## config.mk

```make
export PLATFORM = sky130hd
export DESIGN_NAME = dsp_mac_sequencer_flat
export DESIGN_NICKNAME = d
export VERILOG_FILES = /design/src/rtl/dsp_mac_sequencer_pkg.sv /design/src/rtl/dsp_mac_sequencer_if.sv /design/src/rtl/dsp_mac_sequencer_tag_pipe.sv /design/src/rtl/dsp_mac_sequencer.sv /design/src/flat_wrapper.sv
export SDC_FILE = /design/constraint.sdc
export NUM_CORES = 1
export LEC_CHECK = 0
export BUFFER_PORTS_ARGS = -buffer_cell sky130_fd_sc_hd__buf_2
export CAP_MARGIN = 20
export CORE_AREA = 2 2 90 126
export CTS_CLUSTER_SIZE = 16
export DETAILED_ROUTE_END_ITERATION = 7
export DIE_AREA = 0 0 92 128
export PLACE_DENSITY = 0.79
export SYNTH_ARGS = -nofsm -noshare
export SYNTH_HDL_FRONTEND = slang
export SYNTH_SLANG_ARGS = --single-unit
```

## constraint.sdc

```tcl
create_clock -name CLK -period 1.74 [get_ports CLK]
set_input_delay 0.087 -clock CLK [delete_from_list [all_inputs] [get_ports CLK]]
set_output_delay 0.087 -clock CLK [all_outputs]
set_load 0.05 [all_outputs]
```

## src/rtl/dsp_mac_sequencer_pkg.sv

```systemverilog
// Shared types and constants for the DSP48A1 multiply-accumulate sequencer.
package dsp_mac_sequencer_pkg;

  typedef enum logic [1:0] {
    ST_IDLE  = 2'd0,
    ST_RUN   = 2'd1,
    ST_DRAIN = 2'd2,
    ST_DONE  = 2'd3
  } state_t;

  // OPMODE: [1:0] X mux (01 = M), [3:2] Z mux (10 = P); pre-adder, carry-in and subtract all off
  localparam logic [7:0] OPM_MUL_LOAD = 8'h01;
  localparam logic [7:0] OPM_MUL_ACC  = 8'h09;
  localparam logic [7:0] OPM_HOLD     = 8'h08;

  localparam int P_LAT_DEF = 3;
  localparam int P_W       = 48;

  function automatic logic [7:0] tag_opmode(input logic vld, input logic first);
    if (!vld)
      return OPM_HOLD;
    return first ? OPM_MUL_LOAD : OPM_MUL_ACC;
  endfunction

endpackage

```

## src/rtl/dsp_mac_sequencer_if.sv

```systemverilog
// Command, operand stream, result and DSP-slice pins of the MAC sequencer.
interface dsp_mac_sequencer_if #(
  parameter int DATA_W = 18,
  parameter int LEN_W  = 10
);
  logic                     cmd_valid;
  logic [LEN_W-1:0]         cmd_len;
  logic                     cmd_ready;
  logic                     abort;
  logic                     s_valid;
  logic signed [DATA_W-1:0] s_a;
  logic signed [DATA_W-1:0] s_b;
  logic                     s_ready;
  logic signed [DATA_W-1:0] dsp_a;
  logic signed [DATA_W-1:0] dsp_b;
  logic [7:0]               dsp_opmode;
  logic                     dsp_ce;
  logic                     dsp_rst;
  logic signed [47:0]       dsp_p;
  logic                     res_valid;
  logic signed [47:0]       res_data;
  logic                     res_ready;

  modport master (
    input  cmd_valid, cmd_len, abort, s_valid, s_a, s_b, dsp_p, res_ready,
    output cmd_ready, s_ready, dsp_a, dsp_b, dsp_opmode, dsp_ce, dsp_rst,
           res_valid, res_data
  );

  modport slave (
    output cmd_valid, cmd_len, abort, s_valid, s_a, s_b, dsp_p, res_ready,
    input  cmd_ready, s_ready, dsp_a, dsp_b, dsp_opmode, dsp_ce, dsp_rst,
           res_valid, res_data
  );
endinterface

```

## src/rtl/dsp_mac_sequencer_tag_pipe.sv

```systemverilog
// {vld,first} shift register that delays beat tags to line up with the slice OPMODE register.
module dsp_mac_sequencer_tag_pipe #(
  parameter int STAGES = 2
) (
  input  logic i_clk,
  input  logic i_rst_n,
  input  logic i_flush,
  input  logic i_vld,
  input  logic i_first,
  output logic o_vld,
  output logic o_first
);

  // STAGES must be at least 2 for the shift concatenation below
  logic [STAGES-1:0] r_vld_p;
  logic [STAGES-1:0] r_first_p;

  always_ff @(posedge i_clk or negedge i_rst_n) begin
    if (!i_rst_n) begin
      r_vld_p   <= '0;
      r_first_p <= '0;
    end else if (i_flush) begin
      r_vld_p   <= '0;
      r_first_p <= '0;
    end else begin
      r_vld_p   <= {r_vld_p[STAGES-2:0], i_vld};
      r_first_p <= {r_first_p[STAGES-2:0], i_first};
    end
  end

  assign o_vld   = r_vld_p[STAGES-1];
  assign o_first = r_first_p[STAGES-1];

endmodule

```

## src/rtl/dsp_mac_sequencer.sv

```systemverilog
// Drives one DSP48A1 slice through an N-tap signed dot product and holds the P result
// until it is accepted.
module dsp_mac_sequencer
  import dsp_mac_sequencer_pkg::*;
#(
  parameter int DATA_W = 18,
  parameter int LEN_W  = 10,
  parameter int P_LAT  = P_LAT_DEF
) (
  input logic                 CLK,
  input logic                 RST_N,
  dsp_mac_sequencer_if.master bus
);

  localparam int CNT_W      = $clog2(P_LAT + 1);
  localparam int TAG_STAGES = 2;

  state_t                   r_state;
  state_t                   w_state_nxt;
  logic [LEN_W-1:0]         r_remaining;
  logic [CNT_W-1:0]         r_drain_cnt;
  logic                     r_first;
  logic                     r_ce;
  logic                     r_dsp_rst;
  logic                     r_res_valid;
  logic signed [P_W-1:0]    r_res_data;
  logic signed [DATA_W-1:0] r_dsp_a;
  logic signed [DATA_W-1:0] r_dsp_b;
  logic                     w_abort;
  logic                     w_beat;
  logic                     w_accept;
  logic                     w_zero_len;
  logic                     w_drain_done;
  logic                     w_tag_vld;
  logic                     w_tag_first;
  logic [7:0]               w_opmode;

  assign w_abort      = bus.abort && (r_state != ST_IDLE);
  assign bus.s_ready  = (r_state == ST_RUN) && (r_remaining != '0) && !bus.abort;
  assign w_beat       = bus.s_valid && bus.s_ready;
  assign w_accept     = (r_state == ST_IDLE) && bus.cmd_valid;
  assign w_zero_len   = (bus.cmd_len == '0);
  assign w_drain_done = (r_state == ST_DRAIN) && (r_drain_cnt == CNT_W'(P_LAT));

  always_ff @(posedge CLK or negedge RST_N) begin
    if (!RST_N)
      r_state <= ST_IDLE;
    else
      r_state <= w_state_nxt;
  end

  always_comb begin
    w_state_nxt   = r_state;
    bus.cmd_ready = 1'b0;
    if (w_abort) begin
      w_state_nxt = ST_IDLE;
    end else begin
      unique case (r_state)
        ST_IDLE: begin
          bus.cmd_ready = 1'b1;
          if (bus.cmd_valid)
            w_state_nxt = w_zero_len ? ST_DONE : ST_RUN;
        end
        ST_RUN:   if (w_beat && r_remaining == LEN_W'(1)) w_state_nxt = ST_DRAIN;
        ST_DRAIN: if (w_drain_done) w_state_nxt = ST_DONE;
        ST_DONE:  if (bus.res_ready) w_state_nxt = ST_IDLE;
        default:  w_state_nxt = ST_IDLE;
      endcase
    end
  end

  // Operand stage: beat registers the pair onto slice A/B and books one tap
  always_ff @(posedge CLK or negedge RST_N) begin
    if (!RST_N) begin
      r_remaining <= '0;
      r_first     <= 1'b0;
      r_drain_cnt <= '0;
      r_ce        <= 1'b0;
      r_dsp_rst   <= 1'b1;
      r_dsp_a     <= '0;
      r_dsp_b     <= '0;
    end else begin
      r_dsp_rst   <= w_abort;
      r_drain_cnt <= ((r_state == ST_DRAIN) && !w_drain_done) ? r_drain_cnt + CNT_W'(1) : '0;
      if (w_beat) begin
        r_dsp_a <= bus.s_a;
        r_dsp_b <= bus.s_b;
      end
      if (w_abort) begin
        r_remaining <= '0;
        r_first     <= 1'b0;
        r_ce        <= 1'b0;
      end else if (w_accept) begin
        r_remaining <= bus.cmd_len;
        r_first     <= 1'b1;
      end else if (w_beat) begin
        r_remaining <= r_remaining - LEN_W'(1);
        r_first     <= 1'b0;
        r_ce        <= 1'b1;
      end else if (w_drain_done) begin
        r_ce        <= 1'b0;
      end
    end
  end

  // Result stage: P is sampled once the last product has landed in the P register
  always_ff @(posedge CLK or negedge RST_N) begin
    if (!RST_N) begin
      r_res_valid <= 1'b0;
      r_res_data  <= '0;
    end else if (w_abort) begin
      r_res_valid <= 1'b0;
    end else if (w_accept && w_zero_len) begin
      r_res_valid <= 1'b1;
      r_res_data  <= '0;
    end else if (w_drain_done) begin
      r_res_valid <= 1'b1;
      r_res_data  <= bus.dsp_p;
    end else if (r_state == ST_DONE && bus.res_ready) begin
      r_res_valid <= 1'b0;
    end
  end

  dsp_mac_sequencer_tag_pipe #(
    .STAGES (TAG_STAGES)
  ) u_tag_pipe (
    .i_clk   (CLK),
    .i_rst_n (RST_N),
    .i_flush (w_abort),
    .i_vld   (w_beat),
    .i_first (w_beat && r_first),
    .o_vld   (w_tag_vld),
    .o_first (w_tag_first)
  );

  always_comb begin
    w_opmode = 8'h00;
    if (r_ce)
      w_opmode = tag_opmode(w_tag_vld, w_tag_first);
  end

  assign bus.dsp_a      = r_dsp_a;
  assign bus.dsp_b      = r_dsp_b;
  assign bus.dsp_opmode = w_opmode;
  assign bus.dsp_ce     = r_ce;
  assign bus.dsp_rst    = r_dsp_rst;
  assign bus.res_valid  = r_res_valid;
  assign bus.res_data   = r_res_data;

endmodule

```

## src/flat_wrapper.sv

```systemverilog
// flat-port wrapper written by rule: the top's interface ports become plain ports
module dsp_mac_sequencer_flat import dsp_mac_sequencer_pkg::*;
#(
  parameter int DATA_W = 18,
  parameter int LEN_W  = 10,
  parameter int P_LAT  = P_LAT_DEF
)
  (CLK, RST_N, bus_cmd_valid, bus_cmd_len, bus_abort, bus_s_valid, bus_s_a, bus_s_b, bus_dsp_p, bus_res_ready, bus_cmd_ready, bus_s_ready, bus_dsp_a, bus_dsp_b, bus_dsp_opmode, bus_dsp_ce, bus_dsp_rst, bus_res_valid, bus_res_data);
  dsp_mac_sequencer_if #(.DATA_W(DATA_W), .LEN_W(LEN_W)) bus_i ();
  input logic CLK;
  input logic RST_N;
  input wire logic [$bits(bus_i.cmd_valid)-1:0] bus_cmd_valid;
  input wire logic [$bits(bus_i.cmd_len)-1:0] bus_cmd_len;
  input wire logic [$bits(bus_i.abort)-1:0] bus_abort;
  input wire logic [$bits(bus_i.s_valid)-1:0] bus_s_valid;
  input wire logic [$bits(bus_i.s_a)-1:0] bus_s_a;
  input wire logic [$bits(bus_i.s_b)-1:0] bus_s_b;
  input wire logic [$bits(bus_i.dsp_p)-1:0] bus_dsp_p;
  input wire logic [$bits(bus_i.res_ready)-1:0] bus_res_ready;
  output wire logic [$bits(bus_i.cmd_ready)-1:0] bus_cmd_ready;
  output wire logic [$bits(bus_i.s_ready)-1:0] bus_s_ready;
  output wire logic [$bits(bus_i.dsp_a)-1:0] bus_dsp_a;
  output wire logic [$bits(bus_i.dsp_b)-1:0] bus_dsp_b;
  output wire logic [$bits(bus_i.dsp_opmode)-1:0] bus_dsp_opmode;
  output wire logic [$bits(bus_i.dsp_ce)-1:0] bus_dsp_ce;
  output wire logic [$bits(bus_i.dsp_rst)-1:0] bus_dsp_rst;
  output wire logic [$bits(bus_i.res_valid)-1:0] bus_res_valid;
  output wire logic [$bits(bus_i.res_data)-1:0] bus_res_data;
  assign bus_i.cmd_valid = bus_cmd_valid;
  assign bus_i.cmd_len = bus_cmd_len;
  assign bus_i.abort = bus_abort;
  assign bus_i.s_valid = bus_s_valid;
  assign bus_i.s_a = bus_s_a;
  assign bus_i.s_b = bus_s_b;
  assign bus_i.dsp_p = bus_dsp_p;
  assign bus_i.res_ready = bus_res_ready;
  assign bus_cmd_ready = bus_i.cmd_ready;
  assign bus_s_ready = bus_i.s_ready;
  assign bus_dsp_a = bus_i.dsp_a;
  assign bus_dsp_b = bus_i.dsp_b;
  assign bus_dsp_opmode = bus_i.dsp_opmode;
  assign bus_dsp_ce = bus_i.dsp_ce;
  assign bus_dsp_rst = bus_i.dsp_rst;
  assign bus_res_valid = bus_i.res_valid;
  assign bus_res_data = bus_i.res_data;
  dsp_mac_sequencer #(.DATA_W(DATA_W), .LEN_W(LEN_W), .P_LAT(P_LAT)) u_core (.CLK(CLK), .RST_N(RST_N), .bus(bus_i));
endmodule
```

# --- Word level (Yosys, flattened, before mapping) ---
# Index checks and enable logic that the tools add are counted.
# W data, S select, Z words.
totals:
  register_bits: 106
  output_inout_bits: 97
  inputBits: 100
op_classes:
  reduce_logical: 24
  n_eq_ne: 10
  bitwise_logic: 1
  addsub: 2
  muxes: 34
op_table:
  columns: ["cell", "count"]
  rows:
  - ["$mux W48", 2]
  - ["$mux W10", 3]
  - ["$mux W8", 3]
  - ["$mux W2", 9]
  - ["$mux W1", 15]
  - ["$logic_and A1 B1 Y1", 11]
  - ["$eq A10 B1 Y1 const B", 1]
  - ["$logic_not A10 Y1", 1]
  - ["$reduce_bool A10 Y1", 1]
  - ["$sub A10 B1 Y10 const B", 1]
  - ["$ne A3 B2 Y1 const B", 3]
  - ["$pmux W2 S4", 1]
  - ["$eq A2 B2 Y1 const B", 3]
  - ["$reduce_bool A3 Y1", 2]
  - ["$mux W4", 1]
  - ["$reduce_and A2 Y1", 2]
  - ["$reduce_and A4 Y1", 1]
  - ["$reduce_bool A2 Y1", 2]
  - ["$reduce_bool A4 Y1", 1]
  - ["$ne A3 B1 Y1 const B", 1]
  - ["$add A2 B1 Y2 const B", 1]
  - ["$eq A2 B1 Y1 const B", 1]
  - ["$logic_not A1 Y1", 2]
  - ["$logic_not A2 Y1", 1]
  - ["other kinds (2)", 2]

# --- Depth between registers and ports, before layout ---
# Gate-level depths: netlist (run 1).
logic_depth:
  word_depth: 8
  mapped_depth: 9
  ltp_nobuf: 7

# --- Hierarchy ---
# Synthesis (run 1) repeated with hierarchy kept, for this count alone.
unflattened:
  cells_unflattened: 326
  hier_area_um2: 4369.2
modules_own_cells:
  columns: ["module", "n_inst", "area_each_um2", "cells_per_inst"]
  rows:
  - ["dsp_mac_sequencer", 1, 4244.1, 318]
  - ["dsp_mac_sequencer_tag_pipe", 1, 125.1, 8]

# --- Worst setup path before layout (run 1) ---
# Ideal clock, no wire load.
synth_timing:
  path_kind: "register -> register"
  from: "register u_core.r_state[0]"
  to: "register u_core.r_res_data[25] (netlist: u_core.bus.res_data[25])"
  required_time_ps: 1673
  n_path_buf: 2
  setup_slack_ps: -595
  arrival_ps: 2268
  path_stages_with_launch: 10
  path_cell_list: "dfrtp_1 inv_1 ha_1 inv_1 nand2_1 clkinv_1 nor3b_1 buf_6 buf_6 a22o_1"
synth_via:
  elab_cells_between_ends: 11
  classes_between: "eq/ne: 1; mux: 1; bitwise: 1; reduce/logical: 8"
synth_lines:
  columns: ["item", "line", "rtl"]
  rows:
  - ["start, declared", "dsp_mac_sequencer.sv:18", "state_t r_state;"]
  - ["start signal, assigned", "dsp_mac_sequencer.sv:49", "r_state <= w_state_nxt;"]
  - ["$reduce_bool A2 Y1", "dsp_mac_sequencer.sv:38", "assign w_abort = bus.abort && (r_state != ST_IDLE);"]
  - ["$logic_and A1 B1 Y1", "dsp_mac_sequencer.sv:38", null]
  - ["named net u_core.u_tag_pipe.i_flush", "dsp_mac_sequencer_tag_pipe.sv:7", "input logic i_flush,"]
  - ["$not A1 Y1 (no source line)", null, null]
  - ["$reduce_and A2 Y1 (no source line)", null, null]
  - ["end signal, assigned", "dsp_mac_sequencer.sv:118", "r_res_data <= bus.dsp_p;"]
  - ["end, declared", "dsp_mac_sequencer.sv:26", "logic signed [P_W-1:0] r_res_data;"]
# The timed path passes the listed nets, and every way through them passes these cells.
# A chain may end at the register's enable or synchronous reset.

# --- Final worst setup path (run 1) ---
layout_timing:
  from: "register u_core.r_state[1]"
  to: "register u_core.r_res_data[1] (netlist: u_core.bus.res_data[1])"
layout_via:
  elab_chain_cells: 5
  elab_cells_between_ends: 11
  classes_between: "eq/ne: 1; mux: 1; bitwise: 1; reduce/logical: 8"
layout_lines:
  columns: ["item", "line", "rtl"]
  rows:
  - ["$logic_not A2 Y1", "dsp_mac_sequencer.sv:41", "assign w_accept = (r_state == ST_IDLE) && bus.cmd_valid;"]
  - ["$logic_and A1 B1 Y1", "dsp_mac_sequencer.sv:41", null]
  - ["$logic_and A1 B1 Y1", "dsp_mac_sequencer.sv:113", "end else if (w_accept && w_zero_len) begin"]
  - ["$reduce_bool A2 Y1 (no source line)", null, null]
  - ["$reduce_and A2 Y1 (no source line)", null, null]
# Several ways; a longest one is shown, not always the timed one.

==> results of run 1 <==
==> power breakdown <==
part | total (uW) | internal (uW) | switching [uW]
Sequential | 3950 | 3330 | 621
Combinational | 6970 | 2580 | 4390
Clock | 1920 | 1010 | 909
Total | 12800 | 6920 | 5920
==> registers in the layout, summed over array words and instances (netlist names), 2 cells and up <==
| signal | flops |
|---|---|
| u_core.bus.res_data | 48 |
| u_core.r_state | 2 |
| u_core.u_tag_pipe.r_vld_p | 2 |
| u_core.r_drain_cnt | 2 |
| u_core.r_remaining | 10 |
| u_core.bus.dsp_b | 18 |
| u_core.u_tag_pipe.r_first_p | 2 |
| u_core.bus.dsp_a | 18 |
==> Yosys cell counts, types with 2 or more instances <==
| cell | number |
|---|---|
| dfrtp_1 | 105 |
| a22o_1 | 49 |
| mux2_2 | 36 |
| o21ai_0 | 12 |
| buf_2 | 9 |
| inv_1 | 8 |
| ha_1 | 7 |
| a21oi_1 | 6 |
| buf_4 | 6 |
| clkbuf_1 | 6 |
| nand2_1 | 6 |
| or4_1 | 6 |
| nor2_1 | 5 |
| a31oi_1 | 4 |
| and2_1 | 4 |
| a211oi_1 | 3 |
| buf_6 | 3 |
| nand2b_1 | 3 |
| o31ai_1 | 3 |
| nand4_1 | 2 |
| nor2b_1 | 2 |
| nor4_1 | 2 |
| nor4_4 | 2 |
| or2_2 | 2 |
| or3_1 | 2 |
| xnor2_1 | 2 |
==> layer usage <==
metal | part of all wire | GRT usage | up-vias | wire length [um]
li1 | - | - | 1858 | -
met2 | 0.53 | 0.429 | 259 | 8090
met1 | 0.36 | 0.268 | 2098 | 5490
met4 | 0.038 | 0.124 | 0 | 580
met5 | 0 | 0 | - | 0
met3 | 0.078 | 0.0635 | 53 | 1190
==> critical path: cells and delay by family (launching register included) <==
kind / cells / cell delay, ns
compound gates: 1 / 0.24
fa+ha+maj: 1 / 0.15
buf+inv: 5 / 0.67
flops: 1 / 0.40
simple gates: 3 / 0.32
==> what timing repair did <==
action | 4_1_cts | 5_1_grt
setup endpoints to repair | 47 | 96
buffers inserted | 20 | 10
cloned | 3 | 5
resized for setup | 29 | 42
hold buffers | 86 | 0
pin swaps | 36 | 13
hold endpoints to repair | 190 | 0
==> worst max path at each step <==
stage | startpoint | to | slack (ns)
floorplan | u_core.r_state[1]$_DFFE_PN0P_ | u_core.bus.dsp_a[10]$_DFFE_PN0P_ | -0.05
finish | u_core.r_state[1]$_DFFE_PN0P_ | u_core.bus.res_data[1]$_DFFE_PN0P_ | -0.17
global placement | u_core.r_state[1]$_DFFE_PN0P_ | u_core.bus.dsp_b[1]$_DFFE_PN0P_ | -0.07
detailed placement | u_core.r_state[1]$_DFFE_PN0P_ | u_core.bus.dsp_b[4]$_DFFE_PN0P_ | -0.13
global route | u_core.r_state[1]$_DFFE_PN0P_ | u_core.bus.res_data[1]$_DFFE_PN0P_ | -0.26
CTS | u_core.r_state[0]$_DFFE_PN0P_ | u_core.bus.dsp_b[4]$_DFFE_PN0P_ | -0.13
==> logic make-up after synthesis <==
kind of cell / Yosys count / synth area share
AO/OA/AOI/OAI: 89 / 0.160
XOR/XNOR: 3 / 0.00602
adder cells (fa/ha/maj): 7 / 0.0201
buffers and inverters: 33 / 0.0413
flip-flops: 106 / 0.608
multiplexers: 37 / 0.0951
other: 1 / 0.000859
AND/OR/NAND/NOR: 44 / 0.0685
==> stage by stage <==
step                      cell area, sq um  total power (uW)
final                                 7530             12800
after global routing                  7530             13400
after global placement                5740              9490
after detailed placement              5740              9670
after floorplan                       4430              7950
after CTS                             7230             12200
==> final cells by class <==
class | instances | share of cell area
Multi-Input combinational cell | 186 | 0.245
Inverter | 9 | 0.00465
Sequential cell | 106 | 0.353
Clock buffer | 10 | 0.0317
Timing Repair Buffer | 344 | 0.338
Tap cell | 141 | 0.0234
Clock inverter | 5 | 0.00515
==> results by group, run 1 <==
Critical path
  – CP endpoint kind: register
  – Critical path arrival: 2.14 ns
  – CP max FO: 15
  – Crit-path cells: inv_2, buf_6, ha_4, nand2_4, nor4_4, buf_4, nor3b_4, buf_12, buf_12, a22o_1
  – R2R cell count: 10
  – Crit path largest cell delay: roughly 0.4 ns
  – Worst path slowest cell: dfrtp_1
  – R2R Setup Slk: -0.17 ns
  – Crit path top cell by count: buf_12
  – Critical Path RT: 1.97 ns
  – CP startpoint kind: register
  – Reg2Reg Launch Point: u_core.r_state[1]$_DFFE_PN0P_
  – CP Class: register to register
  – R2R Path End: u_core.bus.res_data[1]$_DFFE_PN0P_

Global routing
  – Vias in the first global route: between 4000 and 5000
  – Pin count of the biggest net entering global routing: 58
  – Grt total ovfl: 0
  – Initial antenna violation count: 0
  – Overall routing resource usage: 0.243
  – First-pass GRT wire length: 22300 um

Layout
  – Most frequent cells in the layout: buf_2 (188), dfrtp_1 (103), dlygate4sd3_1 (86)
  – Footprint of the multi-input gates: 1840 sq um
  – Layout cells sized above 1: 0.520
  – Nets: 763
  – Commonest non-fill, non-tap cell in the layout: buf_2
  – Antenna Diode Count: 0
  – Final Non-Filler Cells: 801
  – Filler instances: a little over 700
  – Area Growth Syn to Fin: 72.6%
  – Sequential cell area: 2660 sq um
  – Post-layout util: 0.704

STA
  – Worst setup margin: -0.168 ns
  – Slew HR: 0.658
  – Setup TNS: -10.37 ns
  – Worst Max-Slew Pin Slew: 0.513 ns
  – WHS: 0.0628 ns
  – Final setup vio count: 96
  – Slew Viols, Final: 0
  – RSZ-0062 raised after global routing: yes
  – Fmax: roughly 520 MHz
  – Tcrit/Tclk final: 1.10
  – Hold Vio Cnt, Final: 0
  – Final min period: between 1.5 and 2 ns
  – Final Skew: between 0.007 and 0.008 ns

Yosys
  – Number of synthesized flops with an enable pin: 0
  – Ys async rst share: 1.00
  – Area leader, netlist: dfrtp_1
  – Synth Warn #: 0
  – Top-area cell type share of the netlist area: 0.602
  – Post-synthesis sequential area ratio: 0.608
  – Ys flop type: dfrtp_1
  – Synthesized cell area: 4370 sq um
  – Synth top area cells: dfrtp_1 (60%), a22o_1 (9.8%), mux2_2 (9.3%)
  – Netlist cell types: 51
  – Synth Instances: 320
  – Yosys reg bits: 106
  – Mapped Avg Cell Area: 13.6 sq um

CTS
  – CTS tree: built
  – Clock Latency Late Sink: around 0.35 ns
  – Clk slew on worst S/H paths: about 0.070 ns
  – H-tree depth: 3
  – Root buffer cell: clkbuf_16
  – Num CTS Buffers: 9
  – Bufs on Longest Clock Path: 2
  – Clock Sink Count: 106

Min path
  – HP Start: bus_cmd_len[2]
  – Worst Hold End: u_core.r_remaining[2]$_DFFE_PN0P_
  – Hold Path Class: primary input to register
  – Worst Hold Depth: 3

Place
  – PortBufs: 190
  – GPL Wtd Cong: about 0.88
  – # placed instances: around 670
  – Place WS: -0.133 ns
  – Post-DP HPWL: 8140 um

Pwr
  – Pwr dens: 1700 nW/um^2
  – Pleak: 0.00382 uW
  – Maximum VDD drop: about 1.4 mV

Drt
  – Final ANT Viol Nets: 0
  – Wirelength per Cell: 19.2 um
  – 1st-pass router iterations: 4
  – DRC: 0
  – DR iter-0 viols: about 170
  – Wirelength, routed: 15400 um
  – DR vias/cell: 5.33
  – Routed vias: around 4300

Flow run
  – Max Cap Violations: 0

Outcome
  – Status: finished with violations
  – Failing checks: negative setup slack

Die
  – Row count: 45
  – CORE AREA: between 10000 and 15000 sq um
  – Die area: 11800 sq um
  – Starting Density: 0.408
  – I/O Pins: 197
  – Die width: 92 um
  – Die span in y: 128 um
Power figures use the tool's default switching activity.
==> run 2: changes to the inputs <==
--- a/config.mk
+++ b/config.mk
@@ -7,11 +7,11 @@
 export LEC_CHECK = 0
 export BUFFER_PORTS_ARGS = -buffer_cell sky130_fd_sc_hd__buf_2
 export CAP_MARGIN = 20
-export CORE_AREA = 2 2 90 126
+export CORE_AREA = 2 2 105 107
 export CTS_CLUSTER_SIZE = 16
 export DETAILED_ROUTE_END_ITERATION = 7
-export DIE_AREA = 0 0 92 128
-export PLACE_DENSITY = 0.79
+export DIE_AREA = 0 0 107 109
+export PLACE_DENSITY = 0.8
 export SYNTH_ARGS = -nofsm -noshare
 export SYNTH_HDL_FRONTEND = slang
 export SYNTH_SLANG_ARGS = --single-unit
==> results by group, run 2 (synthesis results as in run 1) <==
STA
  – RSZ-0062 raised after global routing: yes
  – Tcrit/Tclk final: 1.10
  – Final setup vio count: 93
  – Worst setup margin: -0.177 ns
  – Setup TNS: -10.51 ns
  – Fmax: 522 MHz
  – Slew HR: 0.620
  – Worst Max-Slew Pin Slew: 0.571 ns
  – Hold Vio Cnt, Final: 0
  – Final Skew: 0.0105 ns
  – Final min period: 1.92 ns
  – Slew Viols, Final: 0

Drt
  – DR vias/cell: between 5 and 6
  – 1st-pass router iterations: 4
  – Routed vias: about 4100
  – Wirelength, routed: 13900 um
  – DRC: 0
  – Final ANT Viol Nets: 0
  – DR iter-0 viols: 169
  – Wirelength per Cell: 17.4 um

Layout
  – Finished Cell Area: between 7000 and 8000 sq um
  – Most frequent cells in the layout: buf_2 (188), dfrtp_1 (103), dlygate4sd3_1 (87)
  – Final Non-Filler Cells: 799
  – Filler instances: 714
  – Layout cells sized above 1: 0.507
  – Antenna Diode Count: 0
  – Commonest non-fill, non-tap cell in the layout: buf_2
  – Post-layout util: 0.695
  – Nets: around 760
  – Number of flip-flops under the largest register name: 48
  – Area Growth Syn to Fin: 68.8%

Global routing
  – First-pass GRT wire length: 19800 um
  – Overall routing resource usage: 0.221
  – Initial antenna violation count: 0
  – Vias in the first global route: roughly 4300
  – Pin count of the biggest net entering global routing: 43
  – Grt total ovfl: 0

CTS
  – Clock Latency Late Sink: 0.38 ns
  – H-tree depth: 3
  – CTS tree: built
  – Bufs on Longest Clock Path: 2
  – Clock Sink Count: approximately 110
  – Clk slew on worst S/H paths: 0.10 ns
  – Root buffer cell: clkbuf_8
  – Num CTS Buffers: 9

Place
  – Post-DP HPWL: 8010 um
  – PortBufs: between 150 and 200
  – Placed inst area: 5790 sq um
  – # placed instances: 669
  – Place WS: -0.115 ns
  – GPL Wtd Cong: 0.880

Pwr
  – Pleak: around 0.0037 uW
  – Switch Pwr: 5620 uW
  – Pwr dens: 1610 nW/um^2
  – Clock share of power: 0.129
  – Gate power share: 0.543
  – Sequential share of power: 0.328
  – Maximum VDD drop: 1.28 mV
  – Switch share: 0.473
  – Power Internal: 6270 uW

Die
  – Die area: 11700 sq um
  – Row count: 38
  – CORE AREA: between 10000 and 15000 sq um
  – I/O Pins: 197
  – Die span in y: 109 um
  – Starting Density: 0.412
  – Die width: 107 um

Critical path
  – CP max FO: 6
  – CP endpoint kind: register
  – CP startpoint kind: register
  – Critical Path RT: 2.01 ns
  – Reg2Reg Launch Point: u_core.r_remaining[7]$_DFFE_PN0P_
  – CP Launch Point: u_core.r_remaining[7]$_DFFE_PN0P_
  – R2R Setup Slk: -0.18 ns
  – Critical path arrival: 2.18 ns
  – CP Class: register to register

Outcome
  – Failing checks: negative setup slack
  – Status: finished with violations

Min path
  – Hold Path Class: primary input to register
  – HP Start: bus_cmd_len[6]

Flow run
  – Max Cap Violations: 0
## run 2: area by class of cell
cell class              count  area [sq um]  area share
clock inverters             6          65.1     0.00883
inverters                   9          35.0     0.00475
well taps                 140           175      0.0238
flip-flops and latches    106          2660       0.360
multi-input cells         186          1690       0.229
clock buffers              10           128      0.0173
repair buffers            342          2620       0.356
## run 2: layer usage
metal	GRT usage	wire length [um]	vias up
met5	0	0	-
met4	0.122	468	0
met3	0.0544	858	42
met2	0.389	7320	189
met1	0.246	5280	1997
li1	-	-	1858
## run 2: final timing paths
check / to / depth (start not counted)
setup / recovery: u_core.bus.dsp_a[0]$_DFFE_PN0P_ / 7
setup reg to reg: u_core.bus.dsp_a[0]$_DFFE_PN0P_ / 7
hold / removal: u_core.r_remaining[6]$_DFFE_PN0P_ / 3
hold reg to reg: u_core.r_drain_cnt[0]$_DFF_PN0_ / 1
max in group asynchronous: u_core.bus.dsp_rst$_DFF_PN1_ / 3
min in group asynchronous: u_core.r_remaining[7]$_DFFE_PN0P_ / 2
## run 2: worst max-delay path, cell delays in order (launching register included)
cell	delay (ns)
dfrtp_1	0.45
nor4_4	0.31
buf_4	0.18
a41oi_4	0.13
buf_12	0.18
buf_12	0.13
clkbuf_16	0.15
mux2_2	0.27
## run 2: power by group through the flow
stage / logic (uW) / registers, uW / clock network [uW]
after floorplan: 1660 / 6300 / 0
after global placement: 5630 / 3840 / 0
after detailed placement: 5770 / 3880 / 0
after CTS: 6070 / 3860 / 1570
after global routing: 6780 / 3990 / 1670
final: 6460 / 3900 / 1530
## run 2: stage by stage
step,power (uW),hold WS (ns)
6_report,11900,0.0282
5_1_grt,12400,0.0357
4_1_cts,11500,0.000466
3_5_place_dp,9650,0.114
3_3_place_gp,9480,0.104
2_1_floorplan,7950,-0.209
## run 2: timing repair
action	in CTS	in global routing
gates cloned	3	7
pin swaps	19	19
gates resized for setup	14	21
setup buffers	9	9
setup endpoints to repair	97	99
endpoints found under the hold margin	125	0
hold buffers	87	0
